**src/rtl/m3_pkg.sv**
```systemverilog
// Shared types, constants, zigzag table and quantization shift lookup for m3_dequant.
package m3_pkg;

  typedef enum logic [1:0] {
    S_IDLE  = 2'd0,
    S_RUN   = 2'd1,
    S_FLUSH = 2'd2,
    S_DONE  = 2'd3
  } m3_state_type;

  localparam int unsigned M3_K_W     = 6;
  localparam int unsigned M3_RC_W    = 3;
  localparam int unsigned M3_SUM_W   = 4;
  localparam int unsigned M3_SHIFT_W = 3;
  localparam int unsigned M3_COEFF_W = 16;
  localparam int unsigned M3_WIDE_W  = 24;
  localparam int unsigned M3_ADDR_W  = 18;

  // Word address of pre-IDCT segment pixel (0,0)
  localparam logic [M3_ADDR_W-1:0] M3_SEG_BASE = 18'd76800;

  // Zigzag index -> {row,col}; each octal digit is one 3-bit coordinate
  localparam logic [2*M3_RC_W-1:0] M3_ZZ_TABLE [64] = '{
    6'o00, 6'o01, 6'o10, 6'o20, 6'o11, 6'o02, 6'o03, 6'o12,
    6'o21, 6'o30, 6'o40, 6'o31, 6'o22, 6'o13, 6'o04, 6'o05,
    6'o14, 6'o23, 6'o32, 6'o41, 6'o50, 6'o60, 6'o51, 6'o42,
    6'o33, 6'o24, 6'o15, 6'o06, 6'o07, 6'o16, 6'o25, 6'o34,
    6'o43, 6'o52, 6'o61, 6'o70, 6'o71, 6'o62, 6'o53, 6'o44,
    6'o35, 6'o26, 6'o17, 6'o27, 6'o36, 6'o45, 6'o54, 6'o63,
    6'o72, 6'o73, 6'o64, 6'o55, 6'o46, 6'o37, 6'o47, 6'o56,
    6'o65, 6'o74, 6'o75, 6'o66, 6'o57, 6'o67, 6'o76, 6'o77
  };

  // Power-of-two quantizer exponent, indexed by matrix select and diagonal r+c
  function automatic logic [M3_SHIFT_W-1:0] m3_qshift(input logic q,
                                                      input logic [M3_SUM_W-1:0] d);
    logic [M3_SHIFT_W-1:0] s;
    if (!q) begin
      if (d == 4'd0)       s = 3'd3;
      else if (d == 4'd1)  s = 3'd2;
      else if (d <= 4'd3)  s = 3'd3;
      else if (d <= 4'd5)  s = 3'd4;
      else if (d <= 4'd7)  s = 3'd5;
      else                 s = 3'd6;
    end else begin
      if (d == 4'd0)       s = 3'd3;
      else if (d <= 4'd3)  s = 3'd1;
      else if (d <= 4'd5)  s = 3'd2;
      else if (d <= 4'd7)  s = 3'd3;
      else if (d <= 4'd9)  s = 3'd4;
      else                 s = 3'd5;
    end
    return s;
  endfunction

endpackage

```
**src/rtl/m3_zigzag_rom.sv**
```systemverilog
// Combinational zigzag lookup: coefficient index k -> raster (row, col).
module m3_zigzag_rom
  import m3_pkg::*;
(
  input  logic [M3_K_W-1:0]  k_i,
  output logic [M3_RC_W-1:0] row_c_o,
  output logic [M3_RC_W-1:0] col_c_o
);

  logic [2*M3_RC_W-1:0] entry;

  // Table read and split into coordinates
  always_comb begin
    entry   = M3_ZZ_TABLE[k_i];
    row_c_o = entry[2*M3_RC_W-1:M3_RC_W];
    col_c_o = entry[M3_RC_W-1:0];
  end

endmodule

```
**src/rtl/m3_dequant.sv**
```systemverilog
// Dequantize zigzag-ordered coefficients by a power-of-two matrix and write
// them in raster order into the pre-IDCT SRAM segment.
module m3_dequant
  import m3_pkg::*;
#(
  parameter logic [M3_ADDR_W-1:0] BASE_ADDR    = M3_SEG_BASE,
  parameter int unsigned          NUM_BLOCKS_X = 40,
  parameter int unsigned          NUM_BLOCKS_Y = 30
) (
  input  logic                  CLOCK_50_I,
  input  logic                  reset,
  input  logic                  m3_start,
  input  logic                  q_sel,
  input  logic [M3_COEFF_W-1:0] coeff_data,
  input  logic                  coeff_valid,
  output logic                  coeff_ready,
  output logic [M3_ADDR_W-1:0]  SRAM_address,
  output logic [M3_COEFF_W-1:0] SRAM_write_data,
  output logic                  SRAM_we_n,
  output logic                  m3_end
);

  localparam int unsigned BX_W       = (NUM_BLOCKS_X > 1) ? $clog2(NUM_BLOCKS_X) : 1;
  localparam int unsigned BY_W       = (NUM_BLOCKS_Y > 1) ? $clog2(NUM_BLOCKS_Y) : 1;
  localparam int unsigned ROW_STRIDE = NUM_BLOCKS_X * 8;

  localparam logic [BX_W-1:0]   BX_LAST = BX_W'(NUM_BLOCKS_X - 1);
  localparam logic [BY_W-1:0]   BY_LAST = BY_W'(NUM_BLOCKS_Y - 1);
  localparam logic [M3_K_W-1:0] K_LAST  = 6'd63;

  localparam logic signed [M3_WIDE_W-1:0] SAT_HI = 24'sd32767;
  localparam logic signed [M3_WIDE_W-1:0] SAT_LO = -24'sd32768;

  m3_state_type state_q, state_d;
  logic [M3_K_W-1:0]     k_q, k_d;
  logic [BX_W-1:0]       bx_q, bx_d;
  logic [BY_W-1:0]       by_q, by_d;
  logic                  qsel_q, qsel_d;
  logic                  ready_q, ready_d;
  logic [M3_ADDR_W-1:0]  addr_q, addr_d;
  logic [M3_COEFF_W-1:0] data_q, data_d;
  logic                  we_n_q, we_n_d;
  logic                  end_q, end_d;

  logic                         xfer_c;
  logic [M3_RC_W-1:0]           row_c, col_c;
  logic [M3_SHIFT_W-1:0]        shift_c;
  logic signed [M3_WIDE_W-1:0]  wide_c;
  logic signed [M3_WIDE_W-1:0]  shifted_c;
  logic [M3_COEFF_W-1:0]        sat_c;
  logic [M3_ADDR_W-1:0]         waddr_c;

  m3_zigzag_rom u_zz (
    .k_i     (k_q),
    .row_c_o (row_c),
    .col_c_o (col_c)
  );

  // Scaled value with saturation, and raster write address for the current k
  always_comb begin
    xfer_c    = (state_q == S_RUN) && coeff_valid;
    shift_c   = m3_qshift(qsel_q, M3_SUM_W'(row_c) + M3_SUM_W'(col_c));
    wide_c    = {{(M3_WIDE_W - M3_COEFF_W){coeff_data[M3_COEFF_W-1]}}, coeff_data};
    shifted_c = wide_c <<< shift_c;
    if (shifted_c > SAT_HI)      sat_c = 16'h7FFF;
    else if (shifted_c < SAT_LO) sat_c = 16'h8000;
    else                         sat_c = shifted_c[M3_COEFF_W-1:0];
    // {by,row} is by*8+row and {bx,col} is bx*8+col
    waddr_c = BASE_ADDR
            + M3_ADDR_W'(ROW_STRIDE) * M3_ADDR_W'({by_q, row_c})
            + M3_ADDR_W'({bx_q, col_c});
  end

  // Next-state, counter walk and registered-output decode
  always_comb begin
    state_d = state_q;
    k_d     = k_q;
    bx_d    = bx_q;
    by_d    = by_q;
    qsel_d  = qsel_q;
    addr_d  = addr_q;
    data_d  = data_q;
    we_n_d  = 1'b1;
    case (state_q)
      S_IDLE: begin
        if (m3_start) begin
          qsel_d  = q_sel;
          k_d     = '0;
          bx_d    = '0;
          by_d    = '0;
          state_d = S_RUN;
        end
      end
      S_RUN: begin
        if (xfer_c) begin
          addr_d = waddr_c;
          data_d = sat_c;
          we_n_d = 1'b0;
          if (k_q == K_LAST) begin
            k_d = '0;
            if (bx_q == BX_LAST) begin
              bx_d = '0;
              if (by_q == BY_LAST) begin
                by_d    = '0;
                state_d = S_FLUSH;
              end else begin
                by_d = by_q + 1'b1;
              end
            end else begin
              bx_d = bx_q + 1'b1;
            end
          end else begin
            k_d = k_q + 1'b1;
          end
        end
      end
      S_FLUSH: state_d = S_DONE;
      S_DONE:  state_d = S_IDLE;
      default: state_d = S_IDLE;
    endcase
    ready_d = (state_d == S_RUN);
    end_d   = (state_d == S_DONE);
  end

  // State, counters and output registers
  always_ff @(posedge CLOCK_50_I) begin
    if (reset) begin
      state_q <= S_IDLE;
      k_q     <= '0;
      bx_q    <= '0;
      by_q    <= '0;
      qsel_q  <= 1'b0;
      ready_q <= 1'b0;
      addr_q  <= '0;
      data_q  <= '0;
      we_n_q  <= 1'b1;
      end_q   <= 1'b0;
    end else begin
      state_q <= state_d;
      k_q     <= k_d;
      bx_q    <= bx_d;
      by_q    <= by_d;
      qsel_q  <= qsel_d;
      ready_q <= ready_d;
      addr_q  <= addr_d;
      data_q  <= data_d;
      we_n_q  <= we_n_d;
      end_q   <= end_d;
    end
  end

  assign coeff_ready     = ready_q;
  assign SRAM_address    = addr_q;
  assign SRAM_write_data = data_q;
  assign SRAM_we_n       = we_n_q;
  assign m3_end          = end_q;

endmodule

```
**config.mk**
```make
export PLATFORM = sky130hd
export DESIGN_NAME = m3_dequant
export DESIGN_NICKNAME = d
export VERILOG_FILES = /design/src/rtl/m3_pkg.sv /design/src/rtl/m3_zigzag_rom.sv /design/src/rtl/m3_dequant.sv
export SDC_FILE = /design/constraint.sdc
export NUM_CORES = 1
export LEC_CHECK = 0
export BUFFER_PORTS_ARGS = -buffer_cell sky130_fd_sc_hd__buf_2
export CORE_MARGIN = 4
export CORE_UTILIZATION = 28
export CTS_CLUSTER_DIAMETER = 30
export DETAILED_ROUTE_END_ITERATION = 8
export SYNTH_ARGS = -nofsm -noshare
export SYNTH_HDL_FRONTEND = slang
export SYNTH_SLANG_ARGS = --single-unit
```
**constraint.sdc**
```tcl
create_clock -name CLOCK_50_I -period 10.5 [get_ports CLOCK_50_I]
set_clock_uncertainty 0.15 [all_clocks]
set_input_delay 0.525 -clock CLOCK_50_I [delete_from_list [all_inputs] [get_ports CLOCK_50_I]]
set_output_delay 0.525 -clock CLOCK_50_I [all_outputs]
set_load 0.01 [all_outputs]
```
After elaboration in Yosys (flattened, before gate mapping) --
Memories as Yosys holds them, arrays and structs flattened. Index checks and enable logic that the tools add are counted.
Storage, ports and cells: word-level logic and storage cells 87, memory bits (read-only) 384, bits in registers 57, output and inout port bits 37, memories 1, input port bits 21
Cells by class: reduce and logical (&&, ||, !) cells 10, equal/unequal tests 13, multipliers 1, multiplexer cells 36, bitwise operators 2, add/subtract/negate cells 6, magnitude comparators 7, shift operators 1
Memory list:
- (name not given) | depth 64, width 6, rd ports 1, clocked after Yosys merged registers in 0, write ports 0, RTL line m3_zigzag_rom.sv:14 | entry = M3_ZZ_TABLE[k_i];
Operator list (count):
- 6-bit 2-to-1 mux | 8
- 16-bit 2-to-1 mux | 2
- 5-bit 2-to-1 mux | 5
- 24-bit by 16-bit > comparator with 1-bit output, second input constant | 1
- 24-bit by 16-bit less-than comparator with 1-bit output, second input constant | 1
- 3-bit 2-to-1 mux | 8
- 6-bit case mux with 2 select lines | 2
- 16-bit by 3-bit <<< shifter with 24-bit output | 1
- 17-bit by 17-bit adder with 18-bit output, first input constant | 1
- 18-bit by 9-bit adder with 18-bit output | 1
- 2-bit 2-to-1 mux | 7
- 6-bit by 1-bit adder with 6-bit output, second input constant | 2
- 6-bit == test, second input constant | 2
- 3-bit by 8-bit multiplier with 11-bit output, first input constant | 1
- 5-bit case mux with 2 select lines | 1
- 4-bit by 3-bit less-or-equal comparator with 1-bit output, second input constant | 2
- 2-bit case mux with 4 select lines | 1
- 7-bit greater-or-equal comparator, second input constant | 1
- 6-bit inverter with 7-bit output | 1
- 2-bit == test, second input constant | 3
- 5-bit by 1-bit adder with 5-bit output, second input constant | 1
- 5-bit == test, second input constant | 1
- 5-bit AND reduction | 1
- 3-bit by 3-bit adder with 4-bit output | 1
- 16 further kinds | 21

Logic depth before layout (Yosys ltp) --
Gate-level depths: netlist of run 1.
word-level depth 16, mapped depth 24, gate-level depth less buffers 20

By module --
A second synthesis of run 1 with hierarchy kept.
Second synthesis, totals: cell total of the unflattened synthesis 575, area, all modules 4533.1 µm²
By module, submodules not included:
- m3_dequant | area each 3774.9 µm², instances 1, sequential area each 1141.1 µm², cells each 470
- m3_zigzag_rom | area each 758.2 µm², instances 1, sequential area each 0.0 µm², cells each 105

Least setup slack after synthesis of run 1 --
Ideal clock, no wire load.
path kind reg-to-reg, from register k_q[0], to register data_q[10], in the netlist SRAM_write_data[10], buffers on the path 4, data required time 10288 ps, arrival 5102 ps, period minus slack after synthesis 5314 ps, library setup time 62 ps, slack 5186 ps, stages on the path, launching flop included 21, cells stage by stage dfxtp_1 clkbuf_1 inv_1 ha_1 inv_1 mux4_2 mux4_2 ha_1 fa_1 buf_2 inv_1 a221oi_1 or2_2 o21a_1 buf_4 mux2_1 a31o_1 o32ai_2 buf_6 o211ai_2 nand3_1
Between the ends: word-level cells in the longest chain between the ends 16, elaborated cells on any way between the ends 27, classes of those cells add/sub: 1; order compare: 6; eq/ne: 1; shift: 1; mux: 15; bitwise: 1; reduce/logical: 1; memory: 1
Ends and longest elaborated chain:
- from (decl) | RTL line m3_dequant.sv:35 | logic [M3_K_W-1:0] k_q, k_d;
- from (signal assigned) | RTL line m3_dequant.sv:140 | k_q <= k_d;
- 6-bit inverter with 7-bit output (not written as such) * | RTL line m3_zigzag_rom.sv:14
- memory read 64 x 6 bit *
- 6-bit 2-to-1 mux (not written as such) * (2 in series) | RTL line m3_zigzag_rom.sv:14
- 3-bit by 3-bit adder with 4-bit output * | RTL line m3_dequant.sv:62 | shift_c = m3_qshift(qsel_q, M3_SUM_W'(row_c) + M3_SUM_W'(col_c));
- 4-bit by 3-bit less-or-equal comparator with 1-bit output or 4-bit less-or-equal comparator (tied branches) | RTL line m3_pkg.sv:43, m3_pkg.sv:49, m3_pkg.sv:50
- 2-bit 2-to-1 mux or 1-bit 2-to-1 mux (tied branches) | RTL line m3_pkg.sv:43, m3_pkg.sv:50
- 2-bit 2-to-1 mux or 3-bit 2-to-1 mux (tied branches) | RTL line m3_pkg.sv:42, m3_pkg.sv:49
- 3-bit 2-to-1 mux (on tied branches) | RTL line m3_pkg.sv:41, m3_pkg.sv:48
- 3-bit 2-to-1 mux (on tied branches) | RTL line m3_pkg.sv:40, m3_pkg.sv:47
- 3-bit 2-to-1 mux (on tied branches) | RTL line m3_pkg.sv:39, m3_pkg.sv:46
- 3-bit 2-to-1 mux * | RTL line m3_pkg.sv:38 | if (!q) begin
- 16-bit by 3-bit <<< shifter with 24-bit output * | RTL line m3_dequant.sv:64 | shifted_c = wide_c <<< shift_c;
- 24-bit by 16-bit less-than comparator with 1-bit output | RTL line m3_dequant.sv:66 | else if (shifted_c < SAT_LO) sat_c = 16'h8000;
- 16-bit 2-to-1 mux | RTL line m3_dequant.sv:66
- 16-bit 2-to-1 mux * | RTL line m3_dequant.sv:65 | if (shifted_c > SAT_HI) sat_c = 16'h7FFF;
- to (signal assigned) | RTL line m3_dequant.sv:146 | data_q <= data_d;
- to (decl) | RTL line m3_dequant.sv:41 | logic [M3_COEFF_W-1:0] data_q, data_d;
Every way passes the cells marked *; elsewhere a longest branch is shown, timed or not. The select of a mux whose other input is x is not followed. A chain may end at the register's enable or synchronous reset.

Worst setup path after layout of run 1 --
from register k_q[0], to register data_q[1], in the netlist SRAM_write_data[1]
Between the ends: word-level cells in the longest chain between the ends 16, elaborated cells on any way between the ends 27, classes of those cells add/sub: 1; order compare: 6; eq/ne: 1; shift: 1; mux: 15; bitwise: 1; reduce/logical: 1; memory: 1
Ends and longest elaborated chain:
- 6-bit inverter with 7-bit output (not written as such) * | RTL line m3_zigzag_rom.sv:14
- memory read 64 x 6 bit *
- 6-bit 2-to-1 mux (not written as such) * (2 in series) | RTL line m3_zigzag_rom.sv:14
- via col_c[0] | RTL line m3_dequant.sv:46 | logic [M3_RC_W-1:0] row_c, col_c;
- 3-bit by 3-bit adder with 4-bit output * | RTL line m3_dequant.sv:62
- 4-bit by 3-bit less-or-equal comparator with 1-bit output or 4-bit less-or-equal comparator (tied branches) | RTL line m3_pkg.sv:43, m3_pkg.sv:49, m3_pkg.sv:50
- 2-bit 2-to-1 mux or 1-bit 2-to-1 mux (tied branches) | RTL line m3_pkg.sv:43, m3_pkg.sv:50
- 2-bit 2-to-1 mux or 3-bit 2-to-1 mux (tied branches) | RTL line m3_pkg.sv:42, m3_pkg.sv:49
- 3-bit 2-to-1 mux (on tied branches) | RTL line m3_pkg.sv:41, m3_pkg.sv:48
- 3-bit 2-to-1 mux (on tied branches) | RTL line m3_pkg.sv:40, m3_pkg.sv:47
- 3-bit 2-to-1 mux (on tied branches) | RTL line m3_pkg.sv:39, m3_pkg.sv:46
- 3-bit 2-to-1 mux * | RTL line m3_pkg.sv:38
- 16-bit by 3-bit <<< shifter with 24-bit output * | RTL line m3_dequant.sv:64
- 24-bit by 16-bit less-than comparator with 1-bit output | RTL line m3_dequant.sv:66
- 16-bit 2-to-1 mux | RTL line m3_dequant.sv:66
- 16-bit 2-to-1 mux * | RTL line m3_dequant.sv:65
The timed path passes the listed nets; every way through them passes the cells marked *. The select of a mux whose other input is x is not followed.

==> flow_metrics.env, run 1 <==
export IMPL_place_area_sq_um=4830
export IMPL_start_util_pct=28.7
export IMPL_hold_viol=0
export IMPL_finalMaxSlewViolations=0
export IMPL_cts_max_level=3
export IMPL_ys_seq_area_share_pct=26.0
export IMPL_cp_num_buf_inv=3
export IMPL_numCtsBuffers=9
export IMPL_period_needed_ps=6580
export IMPL_die_area_sq_um=17700
export IMPL_dp_hpwl_um=8890
export IMPL_num_rows=45
export IMPL_hold_depth=2
export IMPL_peakVddDrop_v=0.0000849
export IMPL_start_kind="register"
export IMPL_grt_antenna_before_repair=0
export IMPL_n_antenna_cell=0
export IMPL_drc=0
export IMPL_grt_usage_pct=13.7
export IMPL_viasPerCell=5.20
export IMPL_ant_nets=0
export IMPL_numPortBuffers=57
export IMPL_grt_ovfl_total=0
export IMPL_fp_dieW_um=133
export IMPL_crit_arrival_ps=6690
export IMPL_synth_ff_type="dfxtp_1"
export IMPL_cp_common_cell="inv_1"
export IMPL_dr_first_iter_drc_count=400
export IMPL_ys_async_sr_fraction_pct=0
export IMPL_slowest_delay_ps=790
export IMPL_max_cap_violations=0
export IMPL_reg2reg_depth=20
export IMPL_grt_max_degree=34
export IMPL_slowest_stage="o32ai_2"
export IMPL_grt_pass1_vias=4019
export IMPL_cp_end_kind="register"
export IMPL_synth_distinct_cells=67
export IMPL_final_layout_size_suffix_gt1_share_pct=16.2
export IMPL_crit_family="compound AO/OA/AOI/OAI gates"
export IMPL_io_pins=58
export IMPL_hold_path_end="SRAM_write_data[12]"
export IMPL_cts_sinks=57
export IMPL_crit_cells=20
export IMPL_routed_wl_um=12000
export IMPL_r2r_end="SRAM_write_data[1]"
export IMPL_netlist_area_sq_um=4380
export IMPL_power_density_nw_per_um2=131
export IMPL_p_leak_uw=0.00225
export IMPL_wl_per_cell_um=14.8
export IMPL_syn_num_nets=612
export IMPL_fp_coreArea_sq_um=15300
export IMPL_status="finished, final reports clean"
export IMPL_via_count=4209
export IMPL_cts_buffer_depth=2
export IMPL_required_ps=10620
export IMPL_place_gp_congestion=0.907
export IMPL_path_clk_slew_ps=50
export IMPL_die_h_um=133
export IMPL_cts_resized=0
export IMPL_syn_to_final_growth_pct=17.2
export IMPL_finalNetCount=654
export IMPL_rr_startpoint="k_q[0]"
export IMPL_fin_tns_setup_ps=0
export IMPL_crit_type="reg -> reg"
export IMPL_ys_ff_latch=57
export IMPL_cts_root_buffer="clkbuf_16"
export IMPL_postCtsHoldBufs=0
export IMPL_grt_setup_unrepaired="no"
export IMPL_drt_pass1_iterations=5
export IMPL_cts_setup_buffers=0
export IMPL_maxClockFrequency_mhz=152
export IMPL_finalSetupViolations=0
export IMPL_p_total_uw=675
export IMPL_crit_fanout=17
export IMPL_timing_final_crit_share_pct=62.6
export IMPL_synth_avg_cell_area_sq_um=7.94
export IMPL_hp_class="reg -> reg"
export IMPL_final_core_util_pct=33.7
export IMPL_path_cells="inv_1 > ha_1 > inv_1 > nand2_1 > o21ai_0 > nor2_1 > a211oi_1 > a2111oi_0 > a21oi_1 > ha_1 > fa_1 > inv_1 > a221oi_1 > or2_2 > o21a_1 > mux2_2 > a31o_1 > o32ai_2 > o21ai_0 > nand2_1"
export IMPL_ys_warn_count=0
export IMPL_worst_pin_slew_ps=1070
export IMPL_final_design_area_no_fill_sq_um=5140
export IMPL_clk_latency_ps=330
export IMPL_worstHoldStart="SRAM_write_data[12]"
export IMPL_fill_cells=1611
export IMPL_tritoncts="built"
export IMPL_grt_pass1_wl_um=20100
export IMPL_synth_edff_count=0
export IMPL_regToRegSetupSlack_ps=3920
export IMPL_slew_headroom_pct=28.3
export IMPL_syn_inst=552
-- cells in the mapped netlist (5+ instances only) --
cell,n,area [sq um]
ha_1,36,450
clkbuf_1,17,63.8
a22o_1,7,61.3
nor2_1,40,150
mux2i_1,18,180
nand4_1,6,37.5
o21ai_0,19,95.1
a31oi_1,12,75.1
nor2b_1,5,31.3
inv_1,19,71.3
dfxtp_1,57,1140
nand2b_1,5,31.3
nor3_1,16,80.1
buf_2,5,25.0
xnor2_1,15,131
nand2_1,83,312
a21o_1,11,82.6
a21oi_1,47,235
nand3_1,16,80.1
mux2_2,5,56.3
xor2_1,8,70.1
a211oi_1,6,45.0
o22ai_1,15,93.8
and2_1,6,37.5
-- logic make-up after synthesis --
family                   after synthesis  share of synthesized area (%)
buffers and inverters                 49                           4.68
flip-flops                            57                           26.0
adder cells (fa/ha/maj)               39                           11.6
AO/OA/AOI/OAI                        164                           25.3
AND/OR/NAND/NOR                      191                           19.7
multiplexers                          28                           7.71
XOR/XNOR                              24                           4.97
-- sequential cells by signal (all words and copies together) (netlist names) --
register,count
SRAM_write_data,16
SRAM_we_n,1
coeff_ready,1
qsel_q,1
m3_end,1
bx_q,6
state_q,2
SRAM_address,18
by_q,5
k_q,6
-- worst max-delay path by stage --
stage | startpoint | slack (ps) | endpoint
6_report | k_q[0] | 3920 | SRAM_write_data[1]
2_1_floorplan | k_q[0] | 5190 | SRAM_write_data[10]
3_5_place_dp | k_q[0] | 4030 | SRAM_write_data[1]
4_1_cts | k_q[0] | 4000 | SRAM_write_data[1]
5_1_grt | k_q[0] | 3440 | SRAM_write_data[10]
3_3_place_gp | k_q[0] | 4140 | SRAM_write_data[1]
-- routing by layer --
layer | GRT usage [%] | vias to the layer above | part of all wire [%]
li1 | - | 2089 | -
met1 | 18.4 | 1961 | 47
met2 | 21.1 | 138 | 45
met3 | 3.63 | 21 | 6.0
met4 | 4.97 | 0 | 2.2
met5 | 0 | - | 0
-- worst min-delay path, cell delays in order (launching register included) --
cell and delay (ps):
dfxtp_1 300, nand2_1 50, nand2_1 40
-- cells in the final DEF (no fill, tap or decap), types with 5 or more instances in the layout --
master / count
mux2_2: 5
ha_1: 36
nand3_1: 16
xor2_1: 8
clkbuf_16: 9
a31oi_1: 12
nor2_1: 39
o22ai_1: 15
nand2b_1: 5
a211oi_1: 6
buf_2: 57
nor2b_1: 5
dfxtp_1: 57
inv_1: 19
xnor2_1: 15
and2_1: 6
a21oi_1: 47
mux2i_1: 18
nor3_1: 16
nand4_1: 6
a21o_1: 11
a22o_1: 7
nand2_1: 83
o21ai_0: 19
-- report_power, final --
part / leakage [uW] / switching (uW) / total, uW / internal [uW]
combinational: 0.00163 / 76.0 / 127 / 51.2
clock: 0.000153 / 98.7 / 311 / 212
sequential: 0.000464 / 10.2 / 237 / 226
total: 0.00225 / 185 / 675 / 490
-- per-stage QoR --
| stage | instances | hold slack, ps | worst slack, ps |
|---|---|---|---|
| global route | 809 | 300 | 3440 |
| floorplan | 552 | 311 | 5190 |
| global placement | 794 | 276 | 4140 |
| CTS | 809 | 283 | 4000 |
| finish | 809 | 279 | 3920 |
| detailed placement | 794 | 275 | 4030 |
-- final cells by class --
type | count | area (sq um) | share of cell area, %
well taps | 211 | 264 | 5.14
repair buffers | 60 | 308 | 5.99
inverters | 20 | 75.1 | 1.46
multi-input cells | 446 | 3040 | 59.1
clock inverters | 3 | 65.1 | 1.27
clock buffers | 12 | 246 | 4.80
flip-flops and latches | 57 | 1140 | 22.2
(Power assumes the default switching activity.)
==> run 2: changes to the inputs <==
- clock period: 10.5 -> 6.1 ns (I/O delays scaled with it)
==> flow_metrics.env, run 2 (same netlist as run 1, synthesis figures left out) <==
export IMPL_ant_nets=0
export IMPL_crit_fanout=12
export IMPL_crit_type="reg -> reg"
export IMPL_dr_first_iter_drc_count=297
export IMPL_drc=0
export IMPL_fp_coreArea_sq_um=15300
export IMPL_cp_common_cell="inv_1"
export IMPL_power_frac_clock_pct=46.9
export IMPL_place_area_sq_um=4900
export IMPL_drt_pass1_iterations=4
export IMPL_cp_end_kind="register"
export IMPL_path_clk_slew_ps=50
export IMPL_syn_to_final_growth_pct=19.5
export IMPL_io_pins=58
export IMPL_pre_cts_ws_ps=289
export IMPL_numPortBuffers=57
export IMPL_comb_power_share_pct=19.1
export IMPL_finalMaxSlewViolations=0
export IMPL_layout_commonest_cell="nand2_1"
export IMPL_slowest_delay_ps=730
export IMPL_final_design_area_no_fill_sq_um=5240
export IMPL_power_density_nw_per_um2=227
export IMPL_viasPerCell=5.17
export IMPL_worst_pin_slew_ps=1080
export IMPL_p_leak_uw=0.00231
export IMPL_slowest_stage="fa_1"
export IMPL_cts_sinks=57
export IMPL_start_kind="register"
export IMPL_finalNetCount=664
export IMPL_place_gp_congestion=0.919
export IMPL_slew_headroom_pct=27.5
export IMPL_die_h_um=133
export IMPL_finalSetupViolations=0
export IMPL_wl_per_cell_um=15.1
export IMPL_p_int_uw=858
export IMPL_numCtsBuffers=9
export IMPL_grt_usage_pct=13.8
export IMPL_maxClockFrequency_mhz=178
export IMPL_crit_family="compound AO/OA/AOI/OAI gates"
export IMPL_routed_wl_um=12400
export IMPL_fill_cells=1619
export IMPL_clk_latency_ps=330
export IMPL_layout_common_cells="nand2_1 (83), dfxtp_1 (57), buf_2 (57), a21oi_1 (47), nor2_1 (39)"
export IMPL_setup_ws_ps=474
export IMPL_final_core_util_pct=34.3
export IMPL_required_ps=6170
export IMPL_grt_pass1_vias=3941
export IMPL_cts_max_level=3
export IMPL_n_antenna_cell=0
export IMPL_fp_dieW_um=133
export IMPL_final_layout_size_suffix_gt1_share_pct=18.2
export IMPL_cp_num_buf_inv=3
export IMPL_die_area_sq_um=17700
export IMPL_cts_root_buffer="clkbuf_16"
export IMPL_placed_cells=804
export IMPL_peakVddDrop_v=0.000121
export IMPL_via_count=4238
export IMPL_fin_tns_setup_ps=0
export IMPL_grt_antenna_before_repair=0
export IMPL_grt_pass1_wl_um=20000
export IMPL_dp_hpwl_um=9090
export IMPL_hp_class="in -> reg"
export IMPL_status="finished, final reports clean"
export IMPL_p_switching_uw=330
export IMPL_seq_power_share_pct=34.0
export IMPL_final_cells=820
export IMPL_start_util_pct=28.7
export IMPL_hold_viol=0
export IMPL_netSwitchingFraction_pct=27.8
export IMPL_cts_buffer_depth=2
export IMPL_postCtsHoldBufs=0
export IMPL_num_rows=45
export IMPL_period_needed_ps=5630
export IMPL_crit_arrival_ps=5690
export IMPL_grt_setup_unrepaired="no"
export IMPL_timing_final_crit_share_pct=92.2
export IMPL_path_cells="inv_1 > ha_1 > inv_1 > mux4_2 > mux4_2 > ha_1 > fa_1 > inv_1 > a221oi_1 > or2_2 > o21a_1 > a32oi_1 > o41ai_1 > a31oi_2 > a211o_1 > a22o_1"
export IMPL_tritoncts="built"
export IMPL_largest_register_ffs=18
export IMPL_grt_max_degree=34
export IMPL_max_cap_violations=0
export IMPL_grt_ovfl_total=0
## run 2: cell count changes in the layout (fill, tap and decap cells not counted)
cell,before,now
a31oi_1,12,11
a31oi_2,0,1
buf_4,3,13
clkbuf_1,2,0
clkbuf_8,1,2
clkinv_2,1,2
clkinvlp_4,0,1
## run 2: layout make-up
class	instances	area [sq um]	area share, %
sequential	57	1140	21.8
inverter	20	75.1	1.43
timing repair buffer	70	383	7.31
tap	211	264	5.04
multi-input combinational	446	3050	58.1
clock inverter	5	77.6	1.48
clock buffer	11	253	4.82
## run 2: worst reg2reg max path, cell delays in order (launching register included)
cell and delay, ps:
dfxtp_1 510, inv_1 220, ha_1 380, inv_1 90, mux4_2 460, mux4_2 510
ha_1 250, fa_1 730, inv_1 100, a221oi_1 240, or2_2 180, o21a_1 270
a32oi_1 160, o41ai_1 460, a31oi_2 300, a211o_1 300, a22o_1 190
## run 2: what timing repair did
item,CTS,global route
buffers inserted,0,0
hold endpoints to repair,0,0
gates resized for setup,0,1
endpoints found under the setup margin,0,5
## run 2: worst paths after layout
check,from,end,slack [ps],cells after the start
max reg2reg,k_q[1],SRAM_write_data[5],470,16
max,k_q[1],SRAM_write_data[5],470,16
min reg2reg,SRAM_write_data[12],SRAM_write_data[12],280,2
min,q_sel,qsel_q,70,3
## run 2: stage by stage
| stage | hold WS, ps | power, uW |
|---|---|---|
| 2_1_floorplan | 235 | 569 |
| 3_3_place_gp | 273 | 635 |
| 3_5_place_dp | 278 | 636 |
| 4_1_cts | 62.5 | 1200 |
| 5_1_grt | 91.8 | 1240 |
| 6_report | 71.3 | 1190 |
## run 2: power by group through the flow
stage                     clock network, uW  registers, uW  logic, uW
final                                   557            403        227
after CTS                               568            403        226
after detailed placement                  0            411        225
after global routing                    587            406        252
after floorplan                           0            414        155
after global placement                    0            411        225
## run 2: per-layer routing
metal  GRT usage [%]  wire, um
met2            21.9      5490
met4            4.86       273
met5               0         0
met3            3.55       621
met1            18.1      6030
==> run 3: changes to the inputs <==
- clock period: 6.1 -> 4.8 ns (I/O delays scaled with it)
==> flow_metrics.env, run 3 (same netlist as run 1, synthesis figures left out) <==
export IMPL_status="finished, final reports clean"
export IMPL_grt_ovfl_total=0
export IMPL_final_core_util_pct=36.6
export IMPL_required_ps=4870
export IMPL_holdWs_ps=39.1
export IMPL_slew_headroom_pct=27.2
export IMPL_worst_pin_slew_ps=1090
export IMPL_path_cells="clkinvlp_4 > ha_4 > inv_4 > mux4_2 > mux4_2 > ha_4 > fa_2 > buf_6 > or4_1 > a31oi_2 > a32oi_2 > o41ai_2 > a31oi_4 > buf_6 > a21o_1 > a22o_1"
export IMPL_path_clk_slew_ps=60
export IMPL_drt_pass1_iterations=6
export IMPL_start_util_pct=28.7
export IMPL_finalMaxSlewViolations=0
export IMPL_largest_register_ffs=18
export IMPL_start_kind="register"
export IMPL_power_density_nw_per_um2=277
export IMPL_layout_common_cells="nand2_1 (82), buf_2 (57), dfxtp_1 (55), a21oi_1 (45), nor2_1 (39)"
export IMPL_max_cap_violations=0
export IMPL_period_needed_ps=4780
export IMPL_routed_wl_um=12100
export IMPL_place_gp_congestion=0.899
export IMPL_fill_cells=1599
export IMPL_power_frac_clock_pct=45.3
export IMPL_peakVddDrop_v=0.000190
export IMPL_final_cells=840
export IMPL_postCtsHoldBufs=0
export IMPL_grt_setup_unrepaired="yes"
export IMPL_io_pins=58
export IMPL_maxClockFrequency_mhz=209
export IMPL_viasPerCell=5.07
export IMPL_grt_max_degree=34
export IMPL_p_total_uw=1550
export IMPL_crit_arrival_ps=4860
export IMPL_comb_power_share_pct=21.6
export IMPL_clk_latency_ps=330
export IMPL_layout_commonest_cell="nand2_1"
export IMPL_crit_family="compound AO/OA/AOI/OAI gates"
export IMPL_cts_buffer_depth=2
export IMPL_dr_first_iter_drc_count=278
export IMPL_placed_cells=814
export IMPL_num_rows=45
export IMPL_grt_pass1_wl_um=19500
export IMPL_numPortBuffers=57
export IMPL_finalNetCount=684
export IMPL_timing_final_crit_share_pct=99.7
export IMPL_grt_pass1_vias=3919
export IMPL_fp_dieW_um=133
export IMPL_netSwitchingFraction_pct=27.6
export IMPL_syn_to_final_growth_pct=27.5
export IMPL_grt_usage_pct=13.3
export IMPL_die_area_sq_um=17700
export IMPL_slowest_stage="fa_2"
export IMPL_p_leak_uw=0.00246
export IMPL_cts_max_level=3
export IMPL_seq_power_share_pct=33.1
export IMPL_n_antenna_cell=0
export IMPL_crit_fanout=7
export IMPL_crit_type="reg -> reg"
export IMPL_cp_num_buf_inv=4
export IMPL_finalSetupViolations=0
export IMPL_dp_hpwl_um=8920
export IMPL_tritoncts="built"
export IMPL_fp_coreArea_sq_um=15300
export IMPL_grt_antenna_before_repair=0
export IMPL_via_count=4255
export IMPL_wl_per_cell_um=14.4
export IMPL_hp_class="in -> reg"
export IMPL_drc=0
export IMPL_p_int_uw=1120
export IMPL_slowest_delay_ps=530
export IMPL_numCtsBuffers=9
export IMPL_p_switching_uw=426
export IMPL_ant_nets=0
export IMPL_cts_root_buffer="clkbuf_16"
export IMPL_hold_viol=0
export IMPL_cp_end_kind="register"
export IMPL_cts_sinks=57
export IMPL_die_h_um=133
export IMPL_final_layout_size_suffix_gt1_share_pct=25.0
run 3: changes by cell type in the layout (fill, tap and decap cells not counted), moves of 2 or more:
cell     before  now
nand3_2       0    2
nand3_1      16   14
buf_6         0    4
a31oi_1      11    9
inv_1        19   16
a21oi_2       0    2
ha_1         36   34
ha_4          0    2
a21oi_1      47   45
buf_4        13   29
mux2_4        0    2
dfxtp_1      57   55
run 3: worst register-to-register path, stage by stage, from the launching register on:
cell and delay [ps]:
dfxtp_4 350, clkinvlp_4 120, ha_4 310, inv_4 40, mux4_2 450, mux4_2 510
ha_4 190, fa_2 530, buf_6 150, or4_1 530, a31oi_2 170, a32oi_2 90
o41ai_2 390, a31oi_4 190, buf_6 170, a21o_1 150, a22o_1 170
run 3: cell type report:
class / instances / area [sq um] / area share [%]
clock buffer: 11 / 253 / 4.52
clock inverter: 5 / 77.6 / 1.39
inverter: 20 / 81.3 / 1.45
multi-input combinational: 446 / 3220 / 57.6
sequential: 57 / 1150 / 20.5
tap: 211 / 264 / 4.72
timing repair buffer: 90 / 548 / 9.80
run 3: layer usage:
| metal | vias up | share of wire (%) | wire [um] | GRT usage, % |
|---|---|---|---|---|
| met1 | 1980 | 47 | 5750 | 17.7 |
| met2 | 107 | 45 | 5510 | 20.9 |
| met3 | 21 | 5.3 | 637 | 3.81 |
| met5 | - | 0 | 0 | 0 |
| li1 | 2147 | - | - | - |
| met4 | 0 | 1.8 | 224 | 4.23 |
run 3: power by group through the flow:
stage	Combinational, uW	Sequential (uW)	Clock [uW]
final	334	512	701
after floorplan	218	527	0
after CTS	313	512	720
after global placement	309	522	0
after detailed placement	311	522	0
after global routing	368	515	741
run 3: final timing paths:
kind,start,to,slack [ps],cells past startpoint
max reg2reg,k_q[0],SRAM_write_data[2],20,16
min,q_sel,qsel_q,40,3
min reg2reg,SRAM_write_data[1],SRAM_write_data[1],280,2
max,k_q[0],SRAM_write_data[2],20,16
run 3: timing repair:
item / in CTS / in global routing
pin swaps: 0 / 15
gates cloned: 0 / 0
buffers inserted: 0 / 10
endpoints found under the setup margin: 2 / 15
resized for setup: 1 / 27
run 3: metrics by stage:
stage,cell area [sq um],TNS [ps],setup WS (ps)
CTS,5410,0,14.2
finish,5590,0,16.7
global route,5590,-1800,-185
detailed placement,5080,-7.01,-7.01
floorplan,4510,-13.0,-6.71
global placement,5080,0,71.4
